--- src/rtl/rv_core_pkg.sv ---
// Shared RV32 core definitions: opcodes, the decoded control bundle and decode helpers.
package rv_core_pkg;

  typedef enum logic [6:0] {
    OP_LOAD   = 7'b0000011,
    OP_IMM    = 7'b0010011,
    OP_AUIPC  = 7'b0010111,
    OP_STORE  = 7'b0100011,
    OP_R      = 7'b0110011,
    OP_LUI    = 7'b0110111,
    OP_BRANCH = 7'b1100011,
    OP_JALR   = 7'b1100111,
    OP_JAL    = 7'b1101111
  } opcode_e;

  typedef struct packed {
    logic reg_write;
    logic mem_read;
    logic mem_write;
    logic mem_to_reg;
    logic alu_src;
    logic branch;
    logic jump;
    logic illegal;
  } ctrl_t;

  function automatic ctrl_t decode_ctrl(input logic [6:0] op);
    ctrl_t c;
    c = '0;
    case (op)
      OP_R:             c.reg_write = 1'b1;
      OP_IMM:           begin c.reg_write = 1'b1; c.alu_src = 1'b1; end
      OP_LOAD:          begin
                          c.reg_write  = 1'b1;
                          c.mem_read   = 1'b1;
                          c.mem_to_reg = 1'b1;
                          c.alu_src    = 1'b1;
                        end
      OP_STORE:         begin c.mem_write = 1'b1; c.alu_src = 1'b1; end
      OP_BRANCH:        c.branch = 1'b1;
      OP_LUI, OP_AUIPC: begin c.reg_write = 1'b1; c.alu_src = 1'b1; end
      OP_JAL:           begin c.reg_write = 1'b1; c.jump = 1'b1; end
      OP_JALR:          begin c.reg_write = 1'b1; c.jump = 1'b1; c.alu_src = 1'b1; end
      default:          c.illegal = 1'b1;
    endcase
    return c;
  endfunction

  function automatic logic uses_rs1(input logic [6:0] op);
    return !(op == OP_LUI || op == OP_AUIPC || op == OP_JAL);
  endfunction

  function automatic logic uses_rs2(input logic [6:0] op);
    return (op == OP_R || op == OP_STORE || op == OP_BRANCH);
  endfunction

endpackage

--- src/rtl/id_ex_stage_imm_gen.sv ---
// Immediate generator: sign-extended I/S/B/U/J immediate selected by opcode; zero otherwise.
module imm_gen
  import rv_core_pkg::*;
#(
  parameter int XLEN = 32
) (
  input  logic [31:0]     instr,
  output logic [XLEN-1:0] imm
);

  logic s;
  assign s = instr[31];

  always_comb begin
    imm = '0;
    case (instr[6:0])
      OP_IMM, OP_LOAD, OP_JALR: imm = {{(XLEN-12){s}}, instr[31:20]};
      OP_STORE:                 imm = {{(XLEN-12){s}}, instr[31:25], instr[11:7]};
      OP_BRANCH:                imm = {{(XLEN-12){s}}, instr[7], instr[30:25], instr[11:8], 1'b0};
      OP_LUI, OP_AUIPC:         imm = {{(XLEN-32){s}}, instr[31:12], 12'b0};
      OP_JAL:                   imm = {{(XLEN-20){s}}, instr[19:12], instr[20], instr[30:21], 1'b0};
      default:                  imm = '0;
    endcase
  end

endmodule

--- src/rtl/id_ex_stage.sv ---
// Decode stage + ID/EX pipeline register with load-use stall detection.
// Define ID_WB_BYPASS_EN to forward the writeback bus into the captured operands.
module id_ex_stage
  import rv_core_pkg::*;
#(
  parameter int XLEN = 32
) (
  input  logic            clk,
  input  logic            reset,
  input  logic [31:0]     Main_bus,
  input  logic [XLEN-1:0] if_pc,
  input  logic            if_valid,
  input  logic [XLEN-1:0] read_d1,
  input  logic [XLEN-1:0] read_d2,
  input  logic            flush,
  input  logic            wb_RegWrite,
  input  logic [4:0]      wb_rd,
  input  logic [XLEN-1:0] wb_data,
  output logic            stall,
  output logic            ex_valid,
  output logic [XLEN-1:0] ex_pc,
  output logic [XLEN-1:0] ex_rs1_data,
  output logic [XLEN-1:0] ex_rs2_data,
  output logic [XLEN-1:0] ex_imm,
  output logic [4:0]      ex_rs1,
  output logic [4:0]      ex_rs2,
  output logic [4:0]      ex_rd,
  output logic [2:0]      ex_funct3,
  output logic            ex_funct7b5,
  output logic [6:0]      ex_opcode,
  output logic            ex_RegWrite,
  output logic            ex_MemRead,
  output logic            ex_MemWrite,
  output logic            ex_MemToReg,
  output logic            ex_AluSrc,
  output logic            ex_Branch,
  output logic            ex_Jump,
  output logic            ex_illegal
);

  logic [6:0]      opcode;
  logic [4:0]      rs1, rs2, rd;
  ctrl_t           ctrl;
  logic [XLEN-1:0] imm;
  logic [XLEN-1:0] rs1_data, rs2_data;
  logic            bubble;

  assign opcode = Main_bus[6:0];
  assign rd     = Main_bus[11:7];
  assign rs1    = Main_bus[19:15];
  assign rs2    = Main_bus[24:20];
  assign ctrl   = decode_ctrl(opcode);

  imm_gen #(.XLEN(XLEN)) u_imm_gen (
    .instr (Main_bus),
    .imm   (imm)
  );

`ifdef ID_WB_BYPASS_EN
  // Register file writes at the same edge it is read; take the WB value directly.
  assign rs1_data = (wb_RegWrite && wb_rd != '0 && wb_rd == rs1) ? wb_data : read_d1;
  assign rs2_data = (wb_RegWrite && wb_rd != '0 && wb_rd == rs2) ? wb_data : read_d2;
`else
  logic unused_wb;
  assign unused_wb = ^{wb_RegWrite, wb_rd, wb_data};
  assign rs1_data  = read_d1;
  assign rs2_data  = read_d2;
`endif

  assign stall = if_valid & ~flush & ex_valid & ex_MemRead & (ex_rd != '0) &
                 ((uses_rs1(opcode) & (ex_rd == rs1)) | (uses_rs2(opcode) & (ex_rd == rs2)));

  assign bubble = flush | stall | ~if_valid;

  always_ff @(posedge clk) begin
    if (!reset || bubble) begin
      ex_valid    <= 1'b0;
      ex_pc       <= '0;
      ex_rs1_data <= '0;
      ex_rs2_data <= '0;
      ex_imm      <= '0;
      ex_rs1      <= '0;
      ex_rs2      <= '0;
      ex_rd       <= '0;
      ex_funct3   <= '0;
      ex_funct7b5 <= 1'b0;
      ex_opcode   <= '0;
      ex_RegWrite <= 1'b0;
      ex_MemRead  <= 1'b0;
      ex_MemWrite <= 1'b0;
      ex_MemToReg <= 1'b0;
      ex_AluSrc   <= 1'b0;
      ex_Branch   <= 1'b0;
      ex_Jump     <= 1'b0;
      ex_illegal  <= 1'b0;
    end else begin
      ex_valid    <= 1'b1;
      ex_pc       <= if_pc;
      ex_rs1_data <= rs1_data;
      ex_rs2_data <= rs2_data;
      ex_imm      <= imm;
      ex_rs1      <= rs1;
      ex_rs2      <= rs2;
      ex_rd       <= rd;
      ex_funct3   <= Main_bus[14:12];
      ex_funct7b5 <= Main_bus[30];
      ex_opcode   <= opcode;
      ex_RegWrite <= ctrl.reg_write & (rd != '0);
      ex_MemRead  <= ctrl.mem_read;
      ex_MemWrite <= ctrl.mem_write;
      ex_MemToReg <= ctrl.mem_to_reg;
      ex_AluSrc   <= ctrl.alu_src;
      ex_Branch   <= ctrl.branch;
      ex_Jump     <= ctrl.jump;
      ex_illegal  <= ctrl.illegal;
    end
  end

endmodule

--- config.mk ---
export PLATFORM = sky130hd
export DESIGN_NAME = id_ex_stage
export DESIGN_NICKNAME = d
export VERILOG_FILES = /design/src/rtl/rv_core_pkg.sv /design/src/rtl/id_ex_stage_imm_gen.sv /design/src/rtl/id_ex_stage.sv
export SDC_FILE = /design/constraint.sdc
export NUM_CORES = 1
export LEC_CHECK = 0
export BUFFER_PORTS_ARGS = -buffer_cell sky130_fd_sc_hd__buf_2
export CAP_MARGIN = 20
export CORE_AREA = 2 2 131 133
export DETAILED_ROUTE_END_ITERATION = 8
export DIE_AREA = 0 0 133 135
export GPL_TIMING_DRIVEN = 1
export PLACE_DENSITY = 0.64
export RECOVER_POWER = 50
export SETUP_SLACK_MARGIN = 0.05
export SLEW_MARGIN = 20
export SYNTH_ARGS = -nofsm -noshare
export SYNTH_HDL_FRONTEND = slang
export SYNTH_SLANG_ARGS = --single-unit
export TNS_END_PERCENT = 1
--- constraint.sdc ---
create_clock -name clk -period 1.9 [get_ports clk]
set_clock_uncertainty 0.05 [all_clocks]
set_input_delay 0.285 -clock clk [delete_from_list [all_inputs] [get_ports clk]]
set_output_delay 0.285 -clock clk [all_outputs]
set_load 0.05 [all_outputs]
# Word-level counts from Yosys, hierarchy flattened
# Index checks and enable logic that the tools add are counted.
# word_totals
out_inout_bits,164
reg_bits,162
wordCells,66
inputBits,170
# classes
n_reduce_logical,15
n_bitwise,13
muxes,9
eq_ne,11
# op_table
operator,count
$pmux 32 s5,1
$eq 7x6->1 const B,3
$eq 7x7->1 const B,3
$eq 7x5->1 const B,2
$eq 5x5->1,2
$reduce_bool 5->1,2
$reduce_or 9->1,1
$and 1x1->1,8
$mux 1,8
$eq 7x2->1 const B,1
$reduce_or 7->1,1
$reduce_or 6->1,1
$logic_or 1x1->1,5
$reduce_or 2->1,2
$or 1x1->1,3
$reduce_or 3->1,1
$logic_not 1->1,2
$not 1->1,2

# Longest topological paths before layout
# Gate-level depths: netlist of the first run.
# depth
word_depth,11
ltp_mapped,10
mapped_depth_nobuf,6

# By module
# Synthesis of the first run repeated with hierarchy kept, for this count alone.
# hier_totals
hier_cells,495
area_unflattened_um2,5426.5
# modules_own_cells
module,seq_area_each_um2,n_inst,cells_per_inst,area_per_inst_um2
id_ex_stage,3243.1,1,416,4879.7
imm_gen,0.0,1,79,546.8

# Worst setup path after synthesis of the first run
# No wires, ideal clock.
# synth_path
path_kind,flip-flop to output port
startpoint,register ex_rd[0]
endpoint,output port stall
setup_slack_ps,-723
stages_incl_launch_ff,4
arrival_ps,2288
path_buffers,0
path_cell_list,dfxtp_1 > xnor2_1 > nand3_2 > o31ai_1
# synth_via
elab_chain_cells,4
word_cells_on_any_way,8
# synth_lines
item,line,rtl
start: declaration,id_ex_stage.sv:27,"output logic [4:0] ex_rd,"
start signal: assignment,id_ex_stage.sv:104,ex_rd <= rd;
$eq 5x5->1,id_ex_stage.sv:71,((uses_rs1(opcode) & (ex_rd == rs1)) | (uses_rs2(opcode) & (ex_rd == rs2)));
$and 1x1->1,id_ex_stage.sv:71,
$or 1x1->1,id_ex_stage.sv:71,
$and 1x1->1 (*),id_ex_stage.sv:70,assign stall = if_valid & ~flush & ex_valid & ex_MemRead & (ex_rd != '0) &
end: declaration,id_ex_stage.sv:19,"output logic stall,"
# Every way passes the cells marked *; elsewhere a longest branch is shown, timed or not.

# Worst setup path after layout of the first run
# layout_path
startpoint,register ex_rd[3]
endpoint,output port stall
# The elaborated chain is that of the path after synthesis.

==> results.py, run 1 <==
metrics = {
    "outcome": {
        "status": "finished, violations left",
        "violations": "setup timing",
    },
    "place": {
        "place_area_um2": 6950,
        "io_buffers": 295,
        "dpl.cell_count": 974,
        "gp_congestion": 0.7708,
        "place_hpwl_mm": 11.07,
        "preCtsSetupSlack_ns": -0.1606,
    },
    "floorplan": {
        "rows": 47,
        "coreArea_um2": 16410,
        "die_h_um": 135,
        "initial_core_util_pct": 30.58,
        "die_area_um2": 17960,
        "io_pins": 334,
        "die_w_um": 133,
    },
    "synthesis": {
        "syn-cell-area_um2": 5017,
        "synth.distinct_cells": 43,
        "synth_area_per_cell_um2": 11.25,
        "seq_area_frac_synth_pct": 64.64,
        "synth_top_area_share_pct": 64.64,
        "ys_ff_latch": 162,
        "yosys_warnings": 0,
        "yosysTopAreaCell": "dfxtp_1",
        "yosys-top-cells-area": "dfxtp_1, and2_1, nor2_1, buf_6, a21oi_1",
        "synth_fp_nets": 616,
        "syn_inst": 446,
    },
    "worst_setup_path": {
        "worst_r2r_path_depth": 9,
        "ff2ff_setup_slack_ns": -0.23,
        "end_kind": "primary output",
        "crit_path_start_kind": "flop",
        "cp_slowest_stage_delay_ns": 0.56,
        "required_ns": 1.56,
        "worst-path-max-fanout": 3,
        "cp.arrival_ns": 1.93,
        "r2r_start": "ex_rd[3]",
        "cp_cell_sequence": "or4_4, o21ba_4, nand4b_1, o31ai_2, buf_6",
        "critPathTopFamily": "simple AND/OR/NAND/NOR gates",
        "cp_num_buf_inv": 1,
        "cp_slowest_cell": "or4_4",
        "worstSetupPathType": "flop to primary output",
        "r2r_end": "ex_imm[7]",
        "startpoint": "ex_rd[3]",
        "path_depth": 5,
    },
    "global_route": {
        "antenna_found_initial": 0,
        "grt_pass1_vias": 4082,
        "grt_pass1_wl_mm": 21.56,
        "grt_max_degree": 52,
        "grt.total_usage_pct": 15.77,
        "grt-ovfl-total": 0,
    },
    "pwr": {
        "ir_drop_v": 0.0005714,
        "pwr-share-clk_pct": 43.5,
        "combPwrFrac_pct": 9.6,
        "power.density_nw_per_um2": 978.1,
        "p_sw_uw": 1884,
        "p_leak_uw": 0.003503,
        "p_seq_share_pct": 46.9,
        "p_sw_share_pct": 25.37,
        "p_int_uw": 5542,
    },
    "drt": {
        "routed_wl_mm": 14.59,
        "vias_per_cell": 4.113,
        "drt_pass1_iterations": 5,
        "ant_nets": 0,
        "num_vias": 4183,
        "drc_errors": 0,
        "wl_per_cell_um": 14.35,
        "drtIter0Drc": 117,
    },
    "finish": {
        "fin_nets": 954,
        "final_core_util_pct": 46.27,
        "n_antenna_cell": 0,
        "syn2layout_area_growth_pct": 51.32,
        "final_area_um2": 7592,
        "finalNonFillerCells": 1017,
        "drive_gt1_share_pct": 39.15,
    },
    "cts": {
        "clock-sinks": 162,
        "ctsHtreeMaxLevel": 4,
        "root_buffer": "clkbuf_16",
        "cts_buffer_depth": 2,
        "numCtsBuffers": 17,
        "clk_latency_ns": 0.41,
        "cts_tree": "done",
        "clkSlewWorstSetupHoldPaths_ns": 0.07,
    },
    "job": {
        "cap_violations": 0,
    },
    "sta": {
        "slew_viol_final": 0,
        "setup_viol": 155,
        "fmax_ghz": 0.4422,
        "min_period_ns": 2.261,
        "slew_headroom_pct": 55.61,
        "worst_slack_ns": -0.3615,
        "final_hold_viol_count": 0,
        "worst_pin_slew_ns": 0.6687,
        "whs_ns": 0.01748,
        "timing.final.crit_share_pct": 119.0,
        "rsz0062_at_grt": "yes",
    },
    "hold_path": {
        "worstHoldPathCells": 2,
        "hold_path_end": "ex_rs2_data[29]",
        "hold_path.class": "primary input to flop",
        "min-delay-start": "read_d2[29]",
    },
}
## power by group through the flow
stage          clock network, µW  logic [µW]  registers, µW
3_5_place_dp                   0         703           3560
3_3_place_gp                   0         701           3550
5_1_grt                     3490         763           3480
6_report                    3230         713           3480
2_1_floorplan                  0         161           3820
4_1_cts                     3330         715           3480
## layer usage
| layer | up-vias | track usage (%) | wire length [µm] |
|---|---|---|---|
| li1 | 2108 | - | - |
| met1 | 1884 | 17.88 | 6059 |
| met2 | 174 | 27.66 | 7187 |
| met3 | 17 | 6.044 | 1136 |
| met4 | 0 | 4.600 | 206 |
| met5 | - | 0 | 0 |
## worst max-delay path by stage
stage,slack [ns],endpoint
6_report,-0.36,stall
5_1_grt,-0.45,stall
4_1_cts,-0.37,stall
3_5_place_dp,-0.16,ex_imm[7]
3_3_place_gp,-0.13,ex_imm[21]
2_1_floorplan,-0.16,ex_opcode[6]
## logic make-up after synthesis
group                     Yosys count  synth area share [%]
DFF                               162                 64.64
AOI/OAI and AO/OA                  43                 5.961
xor gates and xnor gates           10                 1.746
and+or+nand+nor                   204                 23.37
buffers and inverters              27                 4.289
## flip-flops by register name, summed over array words and instances, names as in the netlist
signal and count:
ex_AluSrc 1, ex_Branch 1, ex_Jump 1, ex_MemToReg 1, ex_MemWrite 1, ex_RegWrite 1, ex_funct3 3, ex_funct7b5 1
ex_illegal 1, ex_imm 32, ex_opcode 7, ex_pc 32, ex_rd 5, ex_rs1 5, ex_rs1_data 32, ex_rs2 5
ex_rs2_data 32, ex_valid 1
## per-stage QoR
| stage | total power, µW | TNS, ns |
|---|---|---|
| floorplan | 3976 | -19.07 |
| global placement | 4254 | -7.718 |
| detailed placement | 4258 | -13.03 |
| CTS | 7524 | -25.06 |
| global route | 7742 | -36.06 |
| finish | 7426 | -21.65 |
## cells in the final DEF, fill, tap and decap left out, drive strengths merged, types with 5 or more instances in the layout
cell	n
buf	249
clkinvlp	5
and3	7
nand2	15
inv	7
nor2	33
nor3	7
clkbuf	104
dlygate4sd3	9
a21oi	23
and2	123
dfxtp	162
xor2	5
xnor2	5
## synthesized netlist by cell type, drive strengths merged
library cell and instances:
dfxtp 162, and2 123, nor2 33, a21oi 23
buf 20, nand2 15, and3 7, nor3 7
xnor2 5, xor2 5, a22oi 4, clkbuf 4
nand3 4, a31oi 3, inv 3, nand4b 3
o31ai 3, nand2b 2, nor2b 2, o21ai 2
o21bai 2, a211o 1, a211oi 1, a21boi 1
a311oi 1, a32oi 1, and3b 1, and4bb 1
nand4 1, nor3b 1, o21ba 1, or2 1
or3 1, or3b 1, or4 1
## timing repair
| action | in CTS | in global routing |
|---|---|---|
| gates resized for setup | 15 | 10 |
| hold buffers | 2 | 7 |
| cloned | 0 | 0 |
| endpoints found under the setup margin | 150 | 163 |
| buffers inserted | 2 | 0 |
| hold endpoints to repair | 2 | 7 |
| pin swaps | 8 | 6 |
## area by class of cell
cell class	instances	area (µm²)
inverter	3	23.77
timing repair buffer	343	1842
clock inverter	13	125.1
multi-input combinational	257	1624
sequential	162	3269
clock buffer	19	432.9
fill	1614	8815
tap	220	275.3
(Power assumes the default switching activity.)
==> run 2, diff against run 1 <==
--- a/config.mk
+++ b/config.mk
@@ -11,7 +11,7 @@
 export DETAILED_ROUTE_END_ITERATION = 8
 export DIE_AREA = 0 0 133 135
 export GPL_TIMING_DRIVEN = 1
-export PLACE_DENSITY = 0.64
+export PLACE_DENSITY = 0.66
 export RECOVER_POWER = 50
 export SETUP_SLACK_MARGIN = 0.05
 export SLEW_MARGIN = 20
==> run 2 against run 1 <==
The flow still finishes with violations (setup timing). Setup slack worse by 0.0042 ns. Core utilization fell by 0.81 points. Global-route usage is 0.87 points lower. Total power decreased by 0.70%. Routed wire length fell by 4.9%. Fmax fell by 0.18%. Via count fell by 0.84%. Clock-buffer cell count decreased by 1. Final area fell by 1.7%. Die area is the same. First-iteration DRC count is 14% higher. Clock power about the same. Critical path type unchanged.
==> results.py, run 2 (same netlist as run 1, synthesis figures left out) <==
metrics = {
    "global_route": {
        "grt-ovfl-total": 0,
        "grt_busiest_layer": "met2",
        "grt_max_degree": 66,
        "gr-usage-met3_pct": 6.119,
        "antenna_found_initial": 0,
        "grt_util_met1_pct": 16.91,
        "met2_usage_pct": 25.45,
        "grt_pass1_vias": 4036,
        "grt_pass1_wl_mm": 20.88,
        "grt.total_usage_pct": 14.90,
    },
    "finish": {
        "drive_gt1_share_pct": 39.24,
        "syn2layout_area_growth_pct": 48.68,
        "fin_nets": 947,
        "mostFrequentLayoutCell": "buf_2",
        "final_core_util_pct": 45.47,
        "n_antenna_cell": 0,
        "layout_common_cells": "buf_2, dfxtp_1, and2_1",
        "final_area_um2": 7460,
    },
    "place": {
        "gp_congestion": 0.8120,
        "io_buffers": 295,
        "place_area_um2": 6929,
        "place_hpwl_mm": 10.45,
    },
    "drt": {
        "routed_wl_mm": 13.88,
        "num_vias": 4148,
        "drc_errors": 0,
        "ant_nets": 0,
        "vias_per_cell": 4.107,
        "drtIter0Drc": 133,
        "drt_pass1_iterations": 4,
        "wl_per_cell_um": 13.74,
    },
    "worst_setup_path": {
        "cp_cell_sequence": "or4_4, o21ba_4, nand4b_1, o31ai_2, buf_6",
        "worst-path-max-fanout": 3,
        "end_kind": "primary output",
        "cp_slowest_cell": "or4_4",
        "critPathTopFamily": "simple AND/OR/NAND/NOR gates",
        "required_ns": 1.56,
        "worstSetupPathType": "flop to primary output",
        "crit_path_start_kind": "flop",
        "cp_num_buf_inv": 1,
        "cp_slowest_stage_delay_ns": 0.56,
        "cp.arrival_ns": 1.93,
    },
    "pwr": {
        "power.density_nw_per_um2": 988.5,
        "ir_drop_v": 0.0005403,
        "p_leak_uw": 0.003455,
        "p_total_uw": 7374,
    },
    "cts": {
        "clock-sinks": 162,
        "cts_buffer_depth": 2,
        "ctsHtreeMaxLevel": 4,
        "cts_tree": "done",
        "root_buffer": "clkbuf_16",
        "numCtsBuffers": 17,
        "clkSlewWorstSetupHoldPaths_ns": 0.06,
        "clk_latency_ns": 0.41,
    },
    "sta": {
        "worst_pin_slew_ns": 0.6662,
        "whs_ns": 0.02370,
        "timing.final.crit_share_pct": 119.2,
        "setup_viol": 155,
        "tns_ns": -28.48,
        "final_hold_viol_count": 0,
        "slew_headroom_pct": 55.77,
        "rsz0062_at_grt": "yes",
        "slew_viol_final": 0,
        "worst_slack_ns": -0.3657,
        "fmax_ghz": 0.4414,
        "min_period_ns": 2.266,
    },
    "hold_path": {
        "hold_path.class": "primary input to flop",
    },
    "floorplan": {
        "coreArea_um2": 16410,
        "rows": 47,
        "die_w_um": 133,
        "io_pins": 334,
        "die_area_um2": 17960,
        "initial_core_util_pct": 30.58,
        "die_h_um": 135,
    },
    "job": {
        "cap_violations": 0,
    },
    "outcome": {
        "violations": "setup timing",
        "status": "finished, violations left",
    },
}
-- run 2: layer usage --
layer | share of wire [%] | wire [µm]
met1 | 41 | 5662
met2 | 49 | 6754
met3 | 9.1 | 1260
met4 | 1.5 | 203
met5 | 0 | 0
-- run 2: cell type report --
| class | count | area, µm² |
|---|---|---|
| clock buffers | 18 | 429.2 |
| flip-flops and latches | 162 | 3269 |
| multi-input cells | 257 | 1617 |
| fillers | 1628 | 8947 |
| well taps | 220 | 275.3 |
| inverters | 3 | 13.76 |
| repair buffers | 336 | 1728 |
| clock inverters | 14 | 127.6 |
-- run 2: what timing repair did --
action	CTS	global route
pin swaps	9	4
endpoints found under the setup margin	150	163
resized for setup	4	11
buffers inserted	1	1
hold endpoints to repair	0	1
hold buffers	0	1
-- run 2: power by group --
part,switching [µW],total (µW),internal [µW]
combinational,450,691,241
sequential,18.8,3480,3460
clock,1380,3200,1820
-- run 2: stage by stage --
step,worst slack (ns),std cells
after global placement,-0.1311,975
final,-0.3657,1010
after global routing,-0.4221,1010
after floorplan,-0.1558,446
after detailed placement,-0.1808,975
after CTS,-0.3813,1008
-- run 2: path summary, 6_finish.rpt --
check                                  from         endpoint  slack (ns)  depth (start not counted)
worst max-delay path               ex_rd[4]            stall       -0.37                          5
worst min-delay path            read_d2[15]  ex_rs2_data[15]        0.02                          2
worst min register to register     ex_rd[0]       ex_imm[18]        0.91                          4
worst max register to register     ex_rd[4]  ex_rs1_data[22]       -0.27                          9
